===== config.mk =====
export PLATFORM = sky130hd
export DESIGN_NAME = trace_scheduler
export DESIGN_NICKNAME = d
export VERILOG_FILES = /design/src/rtl/tracer_pkg.sv /design/src/rtl/raster_walker.sv /design/src/rtl/trace_scheduler.sv
export SDC_FILE = /design/constraint.sdc
export NUM_CORES = 1
export LEC_CHECK = 0
export CAP_MARGIN = 20
export CORE_ASPECT_RATIO = 0.75
export CORE_UTILIZATION = 35
export DETAILED_ROUTE_END_ITERATION = 10
export PLACE_DENSITY = 0.63
export SLEW_MARGIN = 40
export SYNTH_ARGS = -nofsm -noshare
export SYNTH_HDL_FRONTEND = slang
export SYNTH_HIERARCHICAL = 1
export SYNTH_SLANG_ARGS = --single-unit

===== constraint.sdc =====
create_clock -name clk -period 3.4 [get_ports clk]
set_clock_uncertainty 0.1 [all_clocks]
set_input_delay 1.02 -clock clk [delete_from_list [all_inputs] [get_ports clk]]
set_output_delay 1.02 -clock clk [all_outputs]
set_load 0.005 [all_outputs]

===== src/rtl/tracer_pkg.sv =====
// -----------------------------------------------------------------------------
// tracer_pkg
// Shared definitions for the trace scheduler slice:
//   - state_e         : scheduler FSM states
//   - CELL_SIZE       : edge length of one trace cell in pixels
//   - DEFAULT_GRID_*  : default grid size (640x480 screen in 8x8 cells)
//   - *_W             : port widths for coordinates, cell address, colour, perf
//   - cell_centre()   : cell column/row -> pixel coordinate of the cell centre
// -----------------------------------------------------------------------------
package tracer_pkg;

  typedef enum logic [1:0] {
    ST_IDLE  = 2'd0,
    ST_ISSUE = 2'd1,
    ST_DRAIN = 2'd2,
    ST_DONE  = 2'd3
  } state_e;

  localparam int CELL_SIZE               = 8;
  localparam int CELL_HALF               = CELL_SIZE / 2;
  localparam int DEFAULT_GRID_W          = 80;
  localparam int DEFAULT_GRID_H          = 60;
  localparam int DEFAULT_MAX_OUTSTANDING = 4;

  localparam int COORD_W = 10;  // pixel coordinate and cell col/row width
  localparam int ADDR_W  = 13;  // cell buffer address width
  localparam int RGB_W   = 6;   // {R[1:0],G[1:0],B[1:0]}
  localparam int OUT_W   = 4;   // outstanding counter, holds 0..8
  localparam int PERF_W  = 24;

  function automatic logic [COORD_W-1:0] cell_centre(input logic [COORD_W-1:0] idx);
    return COORD_W'(32'(idx) * CELL_SIZE + CELL_HALF);
  endfunction

endpackage


===== src/rtl/raster_walker.sv =====
// -----------------------------------------------------------------------------
// raster_walker
// Column/row counter walking a GRID_W x GRID_H grid in raster order.
//   clk, reset : clock, asynchronous active-high reset
//   clear      : synchronous return to (0,0); wins over advance
//   advance    : step one cell (col wraps at GRID_W-1, then row steps)
//   col, row   : current cell
//   last       : current cell is the final cell of the grid
// -----------------------------------------------------------------------------
module raster_walker
  import tracer_pkg::*;
#(
  parameter int GRID_W = DEFAULT_GRID_W,
  parameter int GRID_H = DEFAULT_GRID_H
) (
  input  logic               clk,
  input  logic               reset,
  input  logic               clear,
  input  logic               advance,
  output logic [COORD_W-1:0] col,
  output logic [COORD_W-1:0] row,
  output logic               last
);

  logic [COORD_W-1:0] col_q, col_d;
  logic [COORD_W-1:0] row_q, row_d;
  logic               col_end;
  logic               row_end;

  // NOTE: every signal written here gets a default first, so no path leaves it
  // unassigned and no latch is inferred.
  always_comb begin
    col_end = (col_q == COORD_W'(GRID_W - 1));
    row_end = (row_q == COORD_W'(GRID_H - 1));
    col_d   = col_q;
    row_d   = row_q;
    if (clear) begin
      col_d = '0;
      row_d = '0;
    end else if (advance) begin
      if (col_end) begin
        col_d = '0;
        row_d = row_end ? '0 : row_q + COORD_W'(1);
      end else begin
        col_d = col_q + COORD_W'(1);
      end
    end
  end

  // NOTE: state registers use non-blocking assignments so every flop samples
  // the pre-edge value of its inputs regardless of process ordering.
  always_ff @(posedge clk or posedge reset) begin
    if (reset) begin
      col_q <= '0;
      row_q <= '0;
    end else begin
      col_q <= col_d;
      row_q <= row_d;
    end
  end

  assign col  = col_q;
  assign row  = row_q;
  assign last = col_end && row_end;

endmodule


===== src/rtl/trace_scheduler.sv =====
// -----------------------------------------------------------------------------
// trace_scheduler
// Issues one tracing job per grid cell in raster order to a tracer core, keeps
// at most MAX_OUTSTANDING jobs in flight, and writes the in-order results into
// a cell buffer.
//
// Ports:
//   clk, reset          : clock, asynchronous active-high reset
//   frame_start, enable : new-frame pulse, accepted in IDLE only while enable=1
//   job_valid/job_ready : job handshake; job_x/job_y = pixel centre of the cell
//   res_valid, res_rgb  : in-order result pulse and colour
//   wr_en/wr_addr/wr_data : cell buffer write port (addr = row*GRID_W+col)
//   busy                : frame in progress (ISSUE or DRAIN)
//   frame_done          : one-cycle pulse after the last result is written
//   overrun             : one-cycle pulse when a frame_start is dropped
//   perf_cycles         : only with TRACE_SCHED_PERF_EN defined; cycles from
//                         ISSUE entry to frame end, saturating, latched in DONE
// -----------------------------------------------------------------------------
module trace_scheduler
  import tracer_pkg::*;
#(
  parameter int MAX_OUTSTANDING = DEFAULT_MAX_OUTSTANDING,
  parameter int GRID_W          = DEFAULT_GRID_W,
  parameter int GRID_H          = DEFAULT_GRID_H
) (
  input  logic               clk,
  input  logic               reset,
  input  logic               frame_start,
  input  logic               enable,
  output logic               job_valid,
  input  logic               job_ready,
  output logic [COORD_W-1:0] job_x,
  output logic [COORD_W-1:0] job_y,
  input  logic               res_valid,
  input  logic [RGB_W-1:0]   res_rgb,
  output logic               wr_en,
  output logic [ADDR_W-1:0]  wr_addr,
  output logic [RGB_W-1:0]   wr_data,
  output logic               busy,
  output logic               frame_done,
  output logic               overrun
`ifdef TRACE_SCHED_PERF_EN
  ,
  output logic [PERF_W-1:0]  perf_cycles
`endif
);

  state_e             state_q, state_d;
  logic [OUT_W-1:0]   out_q, out_d;

  logic               start_frame;
  logic               handshake;
  logic               res_accept;

  logic [COORD_W-1:0] issue_col, issue_row;
  logic               issue_last;
  logic [COORD_W-1:0] wr_col, wr_row;
  logic               wr_last_unused;

  raster_walker #(
    .GRID_W (GRID_W),
    .GRID_H (GRID_H)
  ) u_issue_walker (
    .clk     (clk),
    .reset   (reset),
    .clear   (start_frame),
    .advance (handshake),
    .col     (issue_col),
    .row     (issue_row),
    .last    (issue_last)
  );

  raster_walker #(
    .GRID_W (GRID_W),
    .GRID_H (GRID_H)
  ) u_write_walker (
    .clk     (clk),
    .reset   (reset),
    .clear   (start_frame),
    .advance (res_accept),
    .col     (wr_col),
    .row     (wr_row),
    .last    (wr_last_unused)
  );

  always_comb begin
    start_frame = (state_q == ST_IDLE) && frame_start && enable;
    // A result with nothing in flight is stale (e.g. from before a reset).
    res_accept  = res_valid && (out_q != '0);
    // A result in the same cycle frees a slot, so a full window may still issue.
    job_valid   = (state_q == ST_ISSUE) &&
                  ((out_q < OUT_W'(MAX_OUTSTANDING)) || res_valid);
    handshake   = job_valid && job_ready;

    out_d = out_q;
    if (handshake && !res_accept) begin
      out_d = out_q + OUT_W'(1);
    end else if (!handshake && res_accept) begin
      out_d = out_q - OUT_W'(1);
    end

    state_d = state_q;
    unique case (state_q)
      ST_IDLE:  if (start_frame) state_d = ST_ISSUE;
      ST_ISSUE: if (handshake && issue_last) state_d = ST_DRAIN;
      ST_DRAIN: if (out_q == '0) state_d = ST_DONE;
      ST_DONE:  state_d = ST_IDLE;
      default:  state_d = ST_IDLE;
    endcase
  end

  // NOTE: reset clears only control state; there is no memory in this block,
  // and the datapath outputs are gated by their strobes so they read 0 in reset.
  always_ff @(posedge clk or posedge reset) begin
    if (reset) begin
      state_q <= ST_IDLE;
      out_q   <= '0;
    end else begin
      state_q <= state_d;
      out_q   <= out_d;
    end
  end

  // Coordinates and write data are zeroed when not strobed; while a job is
  // stalled the issue counters do not move, so job_x/job_y stay stable.
  assign job_x      = job_valid ? cell_centre(issue_col) : '0;
  assign job_y      = job_valid ? cell_centre(issue_row) : '0;
  assign wr_en      = res_accept;
  assign wr_addr    = res_accept ?
                      (ADDR_W'(wr_row) * ADDR_W'(GRID_W) + ADDR_W'(wr_col)) : '0;
  assign wr_data    = res_accept ? res_rgb : '0;
  assign busy       = (state_q == ST_ISSUE) || (state_q == ST_DRAIN);
  assign frame_done = (state_q == ST_DONE);
  assign overrun    = frame_start && (state_q != ST_IDLE);

`ifdef TRACE_SCHED_PERF_EN
  logic [PERF_W-1:0] perf_cnt_q, perf_cnt_d;
  logic [PERF_W-1:0] perf_cycles_q, perf_cycles_d;

  always_comb begin
    perf_cnt_d    = perf_cnt_q;
    perf_cycles_d = perf_cycles_q;
    if (start_frame) begin
      perf_cnt_d = '0;
    end else if (busy && (perf_cnt_q != '1)) begin
      perf_cnt_d = perf_cnt_q + PERF_W'(1);
    end
    if (state_q == ST_DONE) begin
      perf_cycles_d = perf_cnt_q;
    end
  end

  always_ff @(posedge clk or posedge reset) begin
    if (reset) begin
      perf_cnt_q    <= '0;
      perf_cycles_q <= '0;
    end else begin
      perf_cnt_q    <= perf_cnt_d;
      perf_cycles_q <= perf_cycles_d;
    end
  end

  assign perf_cycles = perf_cycles_q;
`endif

endmodule

After elaboration in Yosys (flattened, before gate mapping)
Cells that the tools add are included.

Output and inout port bits: 44. Bits in registers: 46. Logic and storage cells: 77.

Multiply operators: 1. Reduce and logical (&&, ||, !) cells: 26. Add/sub/neg operators: 9. Multiplexer cells: 24. Equality and inequality tests: 10. Order comparisons: 1.

Operators by type and width (number): two-way mux 10 bit (16); adder 10 x 1 -> 10 bit (second input constant) (4); adder 10 x 3 -> 10 bit (second input constant) (2); == test 10 x 6 -> 1 bit (second input constant) (2); == test 10 x 7 -> 1 bit (second input constant) (2); adder 13 x 10 -> 13 bit (1); two-way mux 13 bit (1); nonzero test 2 bit (6); logical AND 1 bit (10); multiplier 10 x 3 -> 9 bit (second input constant) (1); two-way mux 4 bit (2); one-hot mux 2 bit (4 select lines) (1); two-way mux 2 bit (3); two-way mux 6 bit (1); != test 2 bit (second input constant) (3); adder 4 x 1 -> 4 bit (second input constant) (1); == test 2 bit (second input constant) (2); zero test 4 bit (1); less-than comparator 4 x 3 -> 1 bit (second input constant) (1); AND reduction 2 bit (2); nonzero test 4 bit (1); subtractor 4 x 1 -> 4 bit (second input constant) (1); AND reduction 3 bit (1); == test 2 x 1 -> 1 bit (second input constant) (1); 3 further kinds (5).

Depth between registers and ports, before layout
Gate-level depths: netlist of run 1.

Depth after elaboration: 8. Gate-level depth with buffers: 13.

By module
The synthesis of run 1 kept the hierarchy.

Modules (own cells, without submodules): raster_walker (area an instance 1122.3 sq um, cells each 116, seq. area each 500.5 sq um, instances 2); trace_scheduler (area an instance 1232.4 sq um, cells each 150, seq. area each 150.1 sq um, instances 1).

Worst setup path after synthesis of run 1
OpenSTA, ideal clock, no wires.

Path type: register to output. Start: register u_write_walker.row_q[3], in the netlist u_write_walker/row[3]. End: output port wr_addr[12]. Arrival: 2.449 ns. Required time: 2.280 ns. Setup slack: -0.169 ns. Cell stages (with the launch flop): 11. Path through: dfrtp_1 ha_1 ha_1 fa_1 ha_1 o21ai_1 a21oi_2 o21ai_1 a211oi_1 xnor2_1 nor2_1.

Word-level cells in the longest chain between the ends: 3.

RTL lines: from (decl) (line raster_walker.sv:26) `logic [COORD_W-1:0] row_q, row_d;`; from (signal assigned) (line raster_walker.sv:58) `row_q <= row_d;`; multiplier 10 x 3 -> 9 bit (line trace_scheduler.sv:130) `(ADDR_W'(wr_row) * ADDR_W'(GRID_W) + ADDR_W'(wr_col)) : '0;`; adder 13 x 10 -> 13 bit (line trace_scheduler.sv:130); two-way mux 13 bit (line trace_scheduler.sv:129) `assign wr_addr = res_accept ?`; to (decl) (line trace_scheduler.sv:37) `output logic [ADDR_W-1:0] wr_addr,`.

Every way passes these cells.

Final worst setup path of run 1
Ends and elaborated chain as after synthesis.

==> results of run 1 <==
==> sequential cells by signal (all words and copies together) (netlist names) <==
signal              count
u_write_walker/row     10
state_q                 2
u_issue_walker/col     10
u_issue_walker/row     10
out_q                   4
u_write_walker/col     10
==> layer usage <==
metal	vias up	GRT usage
met3	4	0.02877
met2	71	0.2770
met4	0	0.03682
li1	1529	-
met5	-	0
met1	1441	0.2674
==> worst paths after layout <==
check / startpoint / endpoint / slack (ns) / cells after the start
max in group asynchronous: reset / u_write_walker/row[6] / 1.84 / 2
hold / removal: out_q[3] / out_q[3] / 0.38 / 1
setup / recovery: u_write_walker/row[3] / wr_addr[12] / -0.54 / 12
setup reg to reg: state_q[1] / out_q[3] / 0.81 / 13
hold reg to reg: out_q[3] / out_q[3] / 0.38 / 1
min in group asynchronous: reset / out_q[1] / 0.95 / 2
==> critical path, cell delays in order, from the launching register on <==
cell	delay [ns]
dfrtp_1	0.38
ha_1	0.29
ha_2	0.19
fa_2	0.45
ha_4	0.30
o21ai_2	0.05
a21oi_2	0.14
o21ai_2	0.09
buf_4	0.13
a211oi_2	0.19
xnor2_1	0.14
nor2_1	0.06
buf_2	0.12
==> timing repair <==
action / in CTS / in global routing
resized for setup: 34 / 13
setup endpoints to repair: 37 / 15
setup buffers: 4 / 2
pin swaps: 20 / 8
==> area by class of cell <==
type | instances | share of cell area
Multi-Input combinational cell | 302 | 0.4907
Sequential cell | 46 | 0.2455
Timing Repair Buffer | 96 | 0.1764
Tap cell | 132 | 0.03522
Clock buffer | 6 | 0.02748
Inverter | 21 | 0.01681
Clock inverter | 2 | 0.008004
==> per-stage QoR <==
step                      setup WS (ns)  hold slack (ns)    util
after floorplan                -0.03806           0.3423       -
final                           -0.5370           0.3808  0.4856
after detailed placement        -0.5238           0.3616  0.4559
after global routing            -0.6558           0.3941  0.4856
after CTS                       -0.5713           0.3731  0.4796
after global placement          -0.5015           0.3565  0.4559
==> report_power, final <==
part | internal [mW] | leakage (nW) | switching (mW)
Combinational | 0.417 | 1.45 | 0.372
Clock | 0.347 | 0.0771 | 0.201
Sequential | 0.632 | 0.615 | 0.120
Total | 1.40 | 2.14 | 0.693
==> impl_metrics.yaml, run 1 <==
setup_path:
  end_kind: "output port"
  worstPathRequired_ns: 2.28
  cp-start-kind: "flip-flop"
  crit_arrival_ns: 2.82
  path_class: "flip-flop to output port"
  worstPathMaxFanout: 2
grt:
  antenna_found_initial: 0
  grt_max_degree: 21
  gr-usage-all-layers: 0.1803
  grt_pass1_vias: 3057
  grt_pass1_wl_um: 14530
  overflow: 0
final_layout:
  drive_above_1_share: 0.2072
  stdcell_count: 605
  finalNetCount: 515
  area_growth_syn_to_layout_pct: 35.11
  layout_commonest_cell: "dfrtp_1"
  fill_cells: 889
  finalInstanceArea_um2: 4690
  diodes: 0
  final_cell_mix: "dfrtp_1 (46), clkdlybuf4s50_1 (43), buf_4 (42), nor2_1 (37), ha_1 (24)"
  register_area_um2: 1151
  multi_input_area_um2: 2301
drt:
  drc: 0
  wl_met2_um: 3762
  drt_pass1_iterations: 5
  wire_per_inst_um: 14.34
  dr_wl_met3_um: 281
  top_layer: "met4"
  num_vias: 3045
  drt-initial-drc-count: 127
  drt-met1-wl_um: 4585
  antenna_left: 0
  via_per_inst: 5.033
  wl_um: 8677
placement:
  dp.cells: 592
  dpl-instance-area_um2: 4403
  gp_congestion: 0.8439
  hpwl_um: 6446
  io_buffers: 51
run:
  maxCapViolations: 0
synth:
  postSynthAreaPerCell_um2: 9.110
  synth_warnings: 6
  synth_cells: 381
  syn_area_um2: 3471
clock_network:
  cts_buffer_depth: 2
  cts_made_buffers: 5
  cts_root_buffer: "clkbuf_16"
  path_clk_slew_ns: 0.06
  cts_tree: "yes"
  cts_max_level: 2
  hold_buffers: 0
  insertion_delay_ns: 0.29
  clkSinkCount: 46
sta:
  layout_setup_ws_ns: -0.5370
  fin_crit_ns: 3.937
  fin_setup_tns_ns: -1.868
  maxSlewViolCount: 0
  rsz0062_at_grt: "true"
  hold_violations: 0
  setup_violations: 5
  period_share: 1.158
  fmax_mhz: 254.0
status:
  status: "complete, but fails checks"
  violations: "setup timing"
die:
  initial_core_util: 0.3594
  num_io_pins: 56
  fp-row-count: 31
  die_w_um: 117.0
  dieArea_um2: 10320
  coreArea_um2: 9658
  die_h_um: 88.24
worst_hold_path:
  hp-class: "flip-flop to flip-flop"
pwr:
  p_leak_nw: 2.144
  power_mw: 2.089
  max-vdd-ir-drop_mv: 0.2520
  pwr_density_cell_nw_per_um2: 445.5
No activity file was read; power rests on OpenSTA's default activity.
==> run 2: changes to the inputs <==
--- a/config.mk
+++ b/config.mk
@@ -9,6 +9,8 @@
 export CORE_ASPECT_RATIO = 0.75
 export CORE_UTILIZATION = 35
 export DETAILED_ROUTE_END_ITERATION = 10
+export GPL_TIMING_DRIVEN = 0
+export MAX_ROUTING_LAYER = met4
 export PLACE_DENSITY = 0.63
 export SLEW_MARGIN = 40
 export SYNTH_ARGS = -nofsm -noshare
==> impl_metrics.yaml, run 2 (synthesized netlist as in run 1, its figures left out) <==
setup_path:
  cp_slowest_cell: "fa_2"
  path_cells: "ha_4 > ha_4 > fa_2 > ha_4 > o21ai_2 > a21oi_2 > o21ai_2 > buf_4 > a211oi_2 > xnor2_1 > nor2_1 > buf_2"
  path_class: "flip-flop to output port"
  end_kind: "output port"
  max_stage_delay_ns: 0.45
  critical-path-top-delay-family: "adder cells"
  crit_arrival_ns: 2.79
  worstPathMaxFanout: 3
  crit_buf_inv: 2
  cp-start-kind: "flip-flop"
  worstPathRequired_ns: 2.28
  worst_path_most_repeated_cell: "ha_4"
final_layout:
  finalNetCount: 498
  drive_above_1_share: 0.1711
  diodes: 0
  layout_commonest_cell: "clkdlybuf4s50_1"
  area_growth_syn_to_layout_pct: 30.61
  fill_cells: 897
  register_area_um2: 1157
  final_cell_mix: "clkdlybuf4s50_1 (44), dfrtp_1 (41), nor2_1 (37), nand2_1 (21)"
  multi_input_area_um2: 2295
pwr:
  max-vdd-ir-drop_mv: 0.2525
  intPower_mw: 1.371
  p_sw_mw: 0.6993
  combPwrFrac: 0.368
  seqPwrFrac: 0.362
  p_leak_nw: 1.989
  swShare: 0.3379
  power_mw: 2.070
  pwr_density_cell_nw_per_um2: 456.6
  p_clk_frac: 0.270
die:
  fp-row-count: 31
  coreArea_um2: 9658
  die_w_um: 117.0
  num_io_pins: 56
  initial_core_util: 0.3594
  die_h_um: 88.24
  dieArea_um2: 10320
worst_hold_path:
  hp-class: "flip-flop to flip-flop"
drt:
  drt_pass1_iterations: 4
  num_vias: 2994
  wire_per_inst_um: 14.60
  drt-initial-drc-count: 164
  drc: 0
  wl_um: 8586
  via_per_inst: 5.092
  antenna_left: 0
sta:
  hold_ws_ns: 0.3665
  rsz0062_at_grt: "true"
  slew_headroom: 0.6594
  layout_setup_ws_ns: -0.5092
  maxSlewViolCount: 0
  period_share: 1.150
  tightest_slew_ns: 0.5109
  fin_crit_ns: 3.909
  fmax_mhz: 255.8
  setup_violations: 5
  hold_violations: 0
grt:
  grt_pass1_vias: 2869
  grt_pass1_wl_um: 14360
  gr-usage-all-layers: 0.1837
  overflow: 0
  antenna_found_initial: 0
  grt_max_degree: 21
clock_network:
  insertion_delay_ns: 0.29
  clkSinkCount: 46
  hold_buffers: 0
  cts_tree: "yes"
  cts_max_level: 2
  cts_buffer_depth: 2
  cts_made_buffers: 5
  cts_root_buffer: "clkbuf_16"
  path_clk_slew_ns: 0.07
status:
  status: "complete, but fails checks"
  violations: "setup timing"
placement:
  io_buffers: 51
  gp_congestion: 0.8875
  hpwl_um: 6203
  place_ws_ns: -0.7460
run:
  maxCapViolations: 0
-- run 2: cell count changes in the layout (fill, tap and decap cells not counted), sizes merged --
cell	change
clkdlybuf4s50	+1
clkbuf	+5
buf	-23
-- run 2: timing repair --
item,CTS,global route
gates resized for setup,41,6
buffers inserted,9,4
pin swaps,11,8
endpoints found under the setup margin,55,17
-- run 2: final cells by class --
type,instances,area share
Buffer,15,0.01987
Sequential cell,46,0.2553
Clock buffer,6,0.02843
Tap cell,132,0.03643
Clock inverter,2,0.008280
Multi-Input combinational cell,302,0.5062
Timing Repair Buffer,64,0.1281
Inverter,21,0.01739
-- run 2: layer usage --
metal,global-route usage,part of all wire
met5,-,0
met4,0.03452,0.0049
met3,0.02740,0.030
met2,0.2582,0.42
met1,0.2778,0.55
-- run 2: final timing paths --
check,from,end,slack [ns],depth (start not counted)
max reg2reg,state_q[1],u_issue_walker/row[9],0.65,9
min reg2reg,out_q[3],out_q[3],0.37,1
max in group asynchronous,reset,u_write_walker/row[3],1.79,2
min in group asynchronous,reset,out_q[0],0.98,2
max,u_write_walker/row[1],wr_addr[12],-0.51,12
min,out_q[3],out_q[3],0.37,1
-- run 2: stage by stage --
step           area [um2]  instances    util  setup TNS, ns
3_5_place_dp         4184        567  0.4332         -28.56
3_3_place_gp         4184        567  0.4332         -28.02
6_report             4533        588  0.4694         -1.487
5_1_grt              4533        588  0.4694         -1.993
2_1_floorplan        3508        384       -       -0.06920
4_1_cts              4502        584  0.4661         -1.524
-- run 2: power groups by stage --
stage                     Combinational [mW]  Sequential [mW]  Clock [mW]
after CTS                              0.754            0.746       0.565
after global routing                   0.856            0.763       0.589
after detailed placement               0.733            0.755           0
after global placement                 0.709            0.751           0
after floorplan                        0.464            0.725           0
final                                  0.762            0.749       0.560
==> run 3: changes to the inputs <==
--- a/config.mk
+++ b/config.mk
@@ -8,6 +8,7 @@
 export CAP_MARGIN = 20
 export CORE_ASPECT_RATIO = 0.75
 export CORE_UTILIZATION = 35
+export CTS_CLUSTER_DIAMETER = 100
 export DETAILED_ROUTE_END_ITERATION = 10
 export GPL_TIMING_DRIVEN = 0
 export MAX_ROUTING_LAYER = met4
==> results of run 3 <==
The final DEF is identical to that of run 2; final timing and power are the same.
